<file path="config.mk">
export PLATFORM = sky130hd
export DESIGN_NAME = mmio_uart_tx_flat
export DESIGN_NICKNAME = d
export VERILOG_FILES = /design/src/rtl/mmio_uart_tx_pkg.sv /design/src/rtl/mmio_uart_tx_if.sv /design/src/rtl/mmio_uart_tx_sync_fifo.sv /design/src/rtl/mmio_uart_tx.sv /design/src/flat_wrapper.sv
export SDC_FILE = /design/constraint.sdc
export NUM_CORES = 1
export LEC_CHECK = 0
export ABC_AREA = 1
export CORE_AREA = 2 2 121 94
export CTS_CLUSTER_SIZE = 8
export DETAILED_ROUTE_END_ITERATION = 10
export DIE_AREA = 0 0 123 96
export PLACE_DENSITY = 0.64
export REMOVE_ABC_BUFFERS = 1
export SYNTH_ARGS = -nofsm -noshare
export SYNTH_HDL_FRONTEND = slang
export SYNTH_SLANG_ARGS = --single-unit
</file>
<file path="constraint.sdc">
create_clock -name clk -period 2.7 [get_ports clk]
set_input_delay 0.54 -clock clk [delete_from_list [all_inputs] [get_ports clk]]
set_output_delay 0.54 -clock clk [all_outputs]
set_load 0.03 [all_outputs]
</file>
<file path="src/rtl/mmio_uart_tx_pkg.sv">
// rtl/mmio_uart_tx_pkg.sv - register map, STATUS bit positions and serializer states
// UART_TX_PARITY_EN adds the PARITY state.
package mmio_uart_tx_pkg;

  localparam logic [1:0] OFF_TXDATA = 2'd0;
  localparam logic [1:0] OFF_STATUS = 2'd1;

  localparam int ST_BUSY_BIT   = 0;
  localparam int ST_FULL_BIT   = 1;
  localparam int ST_EMPTY_BIT  = 2;
  localparam int ST_OVF_BIT    = 3;
  localparam int ST_COUNT_LSB  = 4;
  localparam int ST_PARITY_BIT = 9;

  typedef enum logic [2:0] {
    S_IDLE   = 3'd0,
    S_START  = 3'd1,
    S_DATA   = 3'd2,
`ifdef UART_TX_PARITY_EN
    S_PARITY = 3'd3,
`endif
    S_STOP   = 3'd4
  } tx_state_t;

  function automatic logic even_parity(input logic [7:0] b);
    return ^b;
  endfunction

endpackage

</file>
<file path="src/rtl/mmio_uart_tx_if.sv">
// rtl/mmio_uart_tx_if.sv - CPU data-port bus as seen by the UART register window
interface mmio_uart_tx_if;
  logic [31:0] bus_addr;
  logic [3:0]  bus_wmask;
  logic [31:0] bus_wdata;
  logic        bus_w_en;
  logic [31:0] bus_rdata;

  modport master (output bus_addr, bus_wmask, bus_wdata, bus_w_en, input bus_rdata);
  modport slave  (input bus_addr, bus_wmask, bus_wdata, bus_w_en, output bus_rdata);
endinterface

</file>
<file path="src/rtl/mmio_uart_tx_sync_fifo.sv">
// rtl/mmio_uart_tx_sync_fifo.sv - synchronous FIFO; a push while full is dropped unless a pop frees a slot
module sync_fifo #(
  parameter int WIDTH = 8,
  parameter int DEPTH = 4
) (
  input  logic                   clk,
  input  logic                   reset,
  input  logic                   push,
  input  logic [WIDTH-1:0]       din,
  input  logic                   pop,
  output logic [WIDTH-1:0]       dout,
  output logic                   full,
  output logic                   empty,
  output logic [$clog2(DEPTH):0] count
);
  localparam int AW = $clog2(DEPTH);
  localparam logic [AW:0] FULL_COUNT = (AW+1)'(DEPTH);

  logic [WIDTH-1:0] mem [DEPTH];
  logic [AW-1:0]    wr_ptr;
  logic [AW-1:0]    rd_ptr;
  logic             do_push;
  logic             do_pop;

  assign full    = count == FULL_COUNT;
  assign empty   = count == '0;
  assign do_pop  = pop & ~empty;
  assign do_push = push & (~full | do_pop);
  assign dout    = mem[rd_ptr];

  always_ff @(posedge clk) begin
    if (do_push) mem[wr_ptr] <= din;
  end

  always_ff @(posedge clk) begin
    if (reset) begin
      wr_ptr <= '0;
      rd_ptr <= '0;
      count  <= '0;
    end else begin
      if (do_push) wr_ptr <= wr_ptr + 1'b1;
      if (do_pop)  rd_ptr <= rd_ptr + 1'b1;
      case ({do_push, do_pop})
        2'b10:   count <= count + 1'b1;
        2'b01:   count <= count - 1'b1;
        default: count <= count;
      endcase
    end
  end
endmodule

</file>
<file path="src/rtl/mmio_uart_tx.sv">
// rtl/mmio_uart_tx.sv - memory-mapped 8N1 UART transmitter with TX FIFO
// UART_TX_PARITY_EN inserts an even-parity bit between data and stop.
module mmio_uart_tx
  import mmio_uart_tx_pkg::*;
#(
  parameter logic [31:0] BASE_ADDR  = 32'h1000_0000,
  parameter int          CLK_DIV    = 434,
  parameter int          FIFO_DEPTH = 4
) (
  input  logic           clk,
  input  logic           reset,
  mmio_uart_tx_if.slave  bus,
  output logic           tx,
  output logic           tx_busy
);
  localparam int CW = $clog2(FIFO_DEPTH) + 1;
  localparam logic [15:0] BAUD_LAST = 16'(CLK_DIV - 1);

  logic          hit;
  logic [1:0]    offset;
  logic          push_req;
  logic          pop;
  logic          full;
  logic          empty;
  logic [CW-1:0] count;
  logic [7:0]    fifo_dout;
  logic          overflow;
  logic [31:0]   status;
  logic [31:0]   rdata;
  tx_state_t     state;
  logic [15:0]   baud_cnt;
  logic [2:0]    bit_cnt;
  logic [7:0]    shift;
  logic          baud_done;
  logic          unused_bits;
`ifdef UART_TX_PARITY_EN
  logic          parity_bit;
`endif

  assign hit       = bus.bus_addr[31:4] == BASE_ADDR[31:4];
  assign offset    = bus.bus_addr[3:2];
  assign push_req  = bus.bus_w_en & hit & (offset == OFF_TXDATA) & bus.bus_wmask[0];
  assign pop       = (state == S_IDLE) & ~empty;
  assign baud_done = baud_cnt == BAUD_LAST;
  assign tx_busy   = (state != S_IDLE) | ~empty;
  assign bus.bus_rdata = rdata;
  assign unused_bits = ^{bus.bus_addr[1:0], bus.bus_wmask[3:1], bus.bus_wdata[31:8]};

  sync_fifo #(.WIDTH(8), .DEPTH(FIFO_DEPTH)) u_fifo (
    .clk   (clk),
    .reset (reset),
    .push  (push_req),
    .din   (bus.bus_wdata[7:0]),
    .pop   (pop),
    .dout  (fifo_dout),
    .full  (full),
    .empty (empty),
    .count (count)
  );

  always_comb begin
    status = '0;
    status[ST_BUSY_BIT]            = tx_busy;
    status[ST_FULL_BIT]            = full;
    status[ST_EMPTY_BIT]           = empty;
    status[ST_OVF_BIT]             = overflow;
    status[ST_COUNT_LSB +: CW]     = count;
`ifdef UART_TX_PARITY_EN
    status[ST_PARITY_BIT]          = 1'b1;
`endif
  end

  // A push that lands on a full FIFO is only lost when the serializer is not popping that cycle.
  always_ff @(posedge clk) begin
    if (reset) begin
      rdata    <= '0;
      overflow <= 1'b0;
    end else begin
      rdata <= (hit && offset == OFF_STATUS) ? status : '0;
      if (push_req & full & ~pop)
        overflow <= 1'b1;
      else if (bus.bus_w_en & hit & (offset == OFF_STATUS) & bus.bus_wmask[0] & bus.bus_wdata[3])
        overflow <= 1'b0;
    end
  end

  always_ff @(posedge clk) begin
    if (reset) begin
      state    <= S_IDLE;
      tx       <= 1'b1;
      baud_cnt <= '0;
      bit_cnt  <= '0;
      shift    <= '0;
`ifdef UART_TX_PARITY_EN
      parity_bit <= 1'b0;
`endif
    end else begin
      case (state)
        S_IDLE: begin
          tx       <= 1'b1;
          baud_cnt <= '0;
          bit_cnt  <= '0;
          if (!empty) begin
            shift <= fifo_dout;
`ifdef UART_TX_PARITY_EN
            parity_bit <= even_parity(fifo_dout);
`endif
            state <= S_START;
            tx    <= 1'b0;
          end
        end
        S_START: begin
          if (baud_done) begin
            baud_cnt <= '0;
            state    <= S_DATA;
            tx       <= shift[0];
          end else begin
            baud_cnt <= baud_cnt + 16'd1;
          end
        end
        S_DATA: begin
          if (baud_done) begin
            baud_cnt <= '0;
            bit_cnt  <= bit_cnt + 3'd1;
            if (bit_cnt == 3'd7) begin
`ifdef UART_TX_PARITY_EN
              state <= S_PARITY;
              tx    <= parity_bit;
`else
              state <= S_STOP;
              tx    <= 1'b1;
`endif
            end else begin
              shift <= shift >> 1;
              tx    <= shift[1];
            end
          end else begin
            baud_cnt <= baud_cnt + 16'd1;
          end
        end
`ifdef UART_TX_PARITY_EN
        S_PARITY: begin
          if (baud_done) begin
            baud_cnt <= '0;
            state    <= S_STOP;
            tx       <= 1'b1;
          end else begin
            baud_cnt <= baud_cnt + 16'd1;
          end
        end
`endif
        S_STOP: begin
          if (baud_done) begin
            baud_cnt <= '0;
            state    <= S_IDLE;
            tx       <= 1'b1;
          end else begin
            baud_cnt <= baud_cnt + 16'd1;
          end
        end
        default: begin
          state <= S_IDLE;
          tx    <= 1'b1;
        end
      endcase
    end
  end
endmodule

</file>
<file path="src/flat_wrapper.sv">
// flat-port wrapper written by rule: the top's interface ports become plain ports
module mmio_uart_tx_flat import mmio_uart_tx_pkg::*;
#(
  parameter logic [31:0] BASE_ADDR  = 32'h1000_0000,
  parameter int          CLK_DIV    = 434,
  parameter int          FIFO_DEPTH = 4
)
  (clk, reset, tx, tx_busy, bus_bus_addr, bus_bus_wmask, bus_bus_wdata, bus_bus_w_en, bus_bus_rdata);
  mmio_uart_tx_if bus_i ();
  input  logic clk;
  input  logic reset;
  output logic tx;
  output logic tx_busy;
  input wire logic [$bits(bus_i.bus_addr)-1:0] bus_bus_addr;
  input wire logic [$bits(bus_i.bus_wmask)-1:0] bus_bus_wmask;
  input wire logic [$bits(bus_i.bus_wdata)-1:0] bus_bus_wdata;
  input wire logic [$bits(bus_i.bus_w_en)-1:0] bus_bus_w_en;
  output wire logic [$bits(bus_i.bus_rdata)-1:0] bus_bus_rdata;
  assign bus_i.bus_addr = bus_bus_addr;
  assign bus_i.bus_wmask = bus_bus_wmask;
  assign bus_i.bus_wdata = bus_bus_wdata;
  assign bus_i.bus_w_en = bus_bus_w_en;
  assign bus_bus_rdata = bus_i.bus_rdata;
  mmio_uart_tx #(.BASE_ADDR(BASE_ADDR), .CLK_DIV(CLK_DIV), .FIFO_DEPTH(FIFO_DEPTH)) u_core (.clk(clk), .reset(reset), .bus(bus_i), .tx(tx), .tx_busy(tx_busy));
endmodule
</file>
==> key figures, run 1 <==
Outcome
  • Status: finished clean

Worst setup path
  • Crit-path max FO: 5
  • Worst R2R Start: u_core.state[0]
  • Reg2Reg Depth: 10
  • CP required: about 2200 ps
  • Setup crit end kind: output pin
  • Critical Path Start Type: flop
  • CP Launch Point: u_core.state[0]
  • CP arrival: 1950 ps
  • Worst setup path class: reg2out

Final layout
  • Finished Core Util: 0.452
  • Most frequent cells in the layout: nand2_1, nor2_1, clkdlybuf4s50_1
  • Area growth, synth to finish: 21.5%
  • Design Area, Final: around 4800 sq um
  • Nets: around 620
  • Fillers: roughly 1000
  • Share of layout cells above drive strength 1: 0.0912
  • Finished Layout Cells: 688
  • Diode count: 0
  • Most common cell after layout, fill and taps aside: nand2_1

Timing
  • Final number of max-transition violations: 0
  • Final setup violation count: 0
  • Fmax: 401 MHz
  • Min Hold Slack: about 430 ps
  • Final min period: approximately 2500 ps
  • Final period util: 0.923
  • Final hold vios: 0
  • Worst-case clock skew: 5.92 ps
  • Setup ws final: between 200 and 250 ps
  • Final setup TNS: 0 ps
  • Unrepaired setup endpoints after global routing: false

Logic synthesis
  • Number of flops mapped to enable cells by yosys: 32
  • Ys flop type: dfxtp_1
  • Synth cell types: 40
  • Synth area leaders: dfxtp_1, edfxtp_1, nand2_1
  • Syn Area/Cell: between 8 and 9 sq um
  • FF+latch count, synth: 80
  • Yosys warning count: 0
  • Sequential area share after synthesis: 0.485
  • Async S/R FF share, synth: 0
  • Yosys top cell by area: dfxtp_1
  • Mapped Area: a little under 4000 sq um
  • Top-area cell type share of the netlist area: 0.243
  • Cell count after synthesis: 484

Detailed routing
  • Post-Route WL: roughly 8000 um
  • Vias: between 3000 and 4000
  • Post-route DRC: 0
  • First-pass DRT Iterations: 4
  • DR vias/cell: between 4 and 5
  • Initial DRC count: between 100 and 150
  • Antenna viol nets, final: 0
  • Routed WL per cell: between 10 and 15 um

Placed design
  • Placed cells: 672
  • Pre-CTS WS: ~73 ps
  • GPL Wtd Cong: between 0.8 and 0.9
  • Dpl hpwl: roughly 5900 um
  • Placed inst area: 4540 sq um
  • Port Buf Inserts: 50

Pwr
  • Power Total: around 4.2 mW
  • VDD IR-drop max: ~0.0004 V
  • PD cells: a little under 900 nW/um^2
  • Leak pwr: around 1.9 nW

Global routing
  • Largest net degree at the start of global routing: 19
  • First-pass GRT wire length: roughly 13000 um
  • Total grt overflow: 0
  • Overall Global Routing Usage: 0.144
  • Initial antenna violation count: 0
  • Vias in the first global route: roughly 2800

Floorplan
  • Placement Rows: 33
  • CORE AREA: 10700 sq um
  • Full die area: around 12000 sq um
  • Initial Util: 0.372
  • DIE HEIGHT: roughly 96 um
  • Die Wd: about 120 um
  • Boundary pin count: 105

CTS
  • Post-CTS Setup Inserts: 0
  • Clk_lat worst skew: roughly 330 ps
  • H-tree depth: 3
  • CTS max path bufs: 2
  • Clk sinks: 80
  • CTS-repair resized insts: 0
  • CTS tree: done
  • CTS clk-pin slew, worst paths: roughly 60 ps
  • Hold buffer count at CTS: 0
  • Root Buffer: clkbuf_16
  • Total CTS buffers: 9

Worst hold path
  • Hold Path Origin: u_core.overflow
  • HP Class: reg2reg
  • Hold path depth: 2

Run
  • Maxcap violations: 0
-- sequential cells by signal, indices dropped and copies added, names as in the netlist, named ones only --
name	cells
u_core.u_fifo.wr_ptr	2
u_core.state	3
u_core.shift	8
u_core.u_fifo.rd_ptr	2
u_core.overflow	1
u_core.bus.bus_rdata	7
u_core.baud_cnt	16
u_core.u_fifo.count	3
u_core.tx	1
u_core.u_fifo.mem	32
u_core.bit_cnt	3
-- routing by layer --
metal / routed length (um) / vias to the layer above / GRT usage
li1: - / 1651 / -
met1: 3840 / 1457 / 0.194
met2: 3690 / 92 / 0.232
met3: 450 / 6 / 0.0320
met4: 75 / 0 / 0.0455
met5: 0 / - / 0
-- power by group --
group	switching (mW)	total, mW	internal, mW
Sequential	0.0884	1.47	1.38
Combinational	1.11	1.67	0.556
Clock	0.477	1.10	0.625
Total	1.68	4.24	2.56
-- final timing paths --
check                                               end  slack, ps
worst max-delay path                            tx_busy        210
worst min-delay path            u_core.bus.bus_rdata[3]        430
worst max register to register   u_core.u_fifo.count[1]        860
worst min register to register  u_core.bus.bus_rdata[3]        430
-- Yosys cell counts (all sizes together) (2+ instances only) --
cell,number
a21oi,28
buf,29
clkbuf,4
dfxtp,48
edfxtp,32
ha,8
inv,55
nand2,99
nand3,20
nand4,7
nor2,86
nor3,6
nor4,2
o211ai,2
o21ai,40
o22ai,8
or2,2
xor2,3
-- final cells by class --
class | count | area (sq um) | share of cell area
Clock buffer | 10 | 229 | 0.0476
Clock inverter | 6 | 43.8 | 0.00910
Inverter | 55 | 209 | 0.0434
Multi-Input combinational cell | 340 | 1680 | 0.349
Sequential cell | 80 | 1920 | 0.399
Tap cell | 140 | 175 | 0.0364
Timing Repair Buffer | 57 | 553 | 0.115
-- worst max-delay path, cell delays in order (launching register included) --
cell and delay (ps):
dfxtp_1 330, nor2_1 130, inv_2 70, nor2_1 180, inv_2 120, nor2_4 110, inv_2 90, clkdlybuf4s50_1 600
-- logic make-up after synthesis --
kind of cell | after synthesis | share of synthesized area
buffers and inverters | 88 | 0.113
adders and majority gates | 9 | 0.0303
xor gates and xnor gates | 3 | 0.00664
other | 1 | 0.000947
DFF | 80 | 0.485
and+or+nand+nor | 224 | 0.256
AOI/OAI and AO/OA | 79 | 0.108
Note: power is estimated with default switching activity, not from simulation.
==> run 2, diff against run 1 <==
==> constraint.sdc (replaced) <==
create_clock -name clk -period 2.35 [get_ports clk]
set_input_delay 0.47 -clock clk [delete_from_list [all_inputs] [get_ports clk]]
set_output_delay 0.47 -clock clk [all_outputs]
set_load 0.03 [all_outputs]
==> run 2 against run 1 <==
Compared with the run above:
- sequential share of layout area fell by 0.41 points
- critical endpoint unchanged
- largest power group unchanged
- highest routed layer unchanged
- count of clock-buffer cells in the layout rose by 1
- hold slack got worse by 8.9 ps
- utilization rose by 0.47 points
==> key figures, run 2 (same netlist as run 1, synthesis figures left out) <==
Outcome
  • Status: finished clean

Worst setup path
  • Worst R2R Start: u_core.state[0]
  • CP arrival: 1700 ps
  • Crit-path max FO: 5
  • Critical Path Start Type: flop
  • CP required: ~1900 ps
  • Worst reg-to-reg setup slack: ~550 ps
  • CP Launch Point: u_core.state[0]
  • Setup crit end kind: output pin
  • Worst setup path class: reg2out

Detailed routing
  • DR vias/cell: between 4 and 5
  • Post-Route WL: just over 8000 um
  • Vias: between 3000 and 4000
  • Initial DRC count: around 140
  • Antenna viol nets, final: 0
  • Routed WL per cell: 11.8 um
  • First-pass DRT Iterations: 4
  • Post-route DRC: 0

Placed design
  • GPL Wtd Cong: around 0.84
  • Dpl hpwl: 6090 um
  • Pre-CTS WS: -98.0 ps
  • Placed inst area: approximately 4600 sq um
  • Port Buf Inserts: 50

CTS
  • CTS tree: done
  • Total CTS buffers: 9
  • Hold buffer count at CTS: 0
  • Clk sinks: 80
  • CTS max path bufs: 2
  • CTS clk-pin slew, worst paths: approximately 60 ps
  • Post-CTS Setup Inserts: 0
  • Root Buffer: clkbuf_16
  • Clk_lat worst skew: around 330 ps
  • H-tree depth: 3

Run
  • Maxcap violations: 0

Final layout
  • Share of layout cells above drive strength 1: 0.103
  • Most frequent cells in the layout: nand2_1, nor2_1, clkdlybuf4s50_1
  • Most common cell after layout, fill and taps aside: nand2_1
  • Nets: 630
  • Design Area, Final: between 4000 and 5000 sq um
  • Top flop regs: u_core.u_fifo.mem x32, u_core.baud_cnt x16, u_core.shift x8
  • Largest Register: u_core.u_fifo.mem
  • Diode count: 0
  • Max reg flops: 32
  • Area growth, synth to finish: 22.8%

Pwr
  • VDD IR-drop max: ~0.00043 V
  • Power Total: 4.88 mW
  • Leak pwr: approximately 1.9 nW
  • PD cells: around 1000 nW/um^2

Global routing
  • Initial antenna violation count: 0
  • Largest net degree at the start of global routing: 19
  • Total grt overflow: 0
  • First-pass GRT wire length: roughly 14000 um
  • Vias in the first global route: roughly 3200
  • Overall Global Routing Usage: 0.153

Floorplan
  • Full die area: ~12000 sq um
  • DIE HEIGHT: ~96 um
  • Placement Rows: 33
  • Boundary pin count: about 110
  • Die Wd: around 120 um
  • Initial Util: 0.372
  • CORE AREA: 10700 sq um

Timing
  • Setup ws final: 184 ps
  • Min Hold Slack: 424 ps
  • Fmax: about 460 MHz
  • Unrepaired setup endpoints after global routing: false
  • Final setup TNS: 0 ps
  • Final setup violation count: 0
  • Final period util: 0.922
  • Worst-case clock skew: 9.51 ps
  • Final number of max-transition violations: 0
  • Final hold vios: 0
  • Final min period: around 2200 ps

Worst hold path
  • HP Class: reg2reg
  • Hold Path Origin: u_core.overflow
run 2: cell type report:
cell class / instances / area, sq um
fillers: 1052 / 5790
flip-flops and latches: 80 / 1920
multi-input cells: 340 / 1680
repair buffers: 64 / 604
clock buffers: 11 / 233
inverters: 55 / 209
well taps: 140 / 175
clock inverters: 5 / 36.3
run 2: per-layer routing:
layer  global-route usage  wire length (um)  up-vias
met1                0.187              3840     1460
li1                     -                 -     1660
met4               0.0625                96        0
met3               0.0332               515        9
met5                    0                 0        -
met2                0.264              3740       97
run 2: metrics by stage:
| step | std cells | util |
|---|---|---|
| floorplan | 475 | - |
| global placement | 679 | 0.431 |
| detailed placement | 679 | 0.431 |
| CTS | 695 | 0.456 |
| global route | 695 | 0.456 |
| finish | 695 | 0.456 |
run 2: timing repair:
action,4_1_cts,5_1_grt
resized for setup,1,1
gates cloned,0,0
pin swaps,0,0
setup endpoints to repair,1,1
run 2: worst max-delay path, cell delays in order, from the launching register on:
cell and delay, ps:
dfxtp_1 330, nor2_1 130, inv_2 80, nor2_2 150
inv_2 110, nor2_4 110, inv_2 90, dlygate4sd2_1 360
run 2: final timing paths:
check | cells past startpoint | endpoint
worst max-delay path | 7 | tx_busy
worst min-delay path | 2 | u_core.bus.bus_rdata[3]
worst max register to register | 10 | u_core.u_fifo.count[1]
worst min register to register | 2 | u_core.bus.bus_rdata[3]
run 2: where the power goes:
part	switching (mW)	internal, mW	total [mW]	leakage [nW]
Clock	0.543	0.715	1.26	0.122
Combinational	1.29	0.643	1.93	1.09
Sequential	0.106	1.59	1.69	0.678
Total	1.93	2.94	4.88	1.89
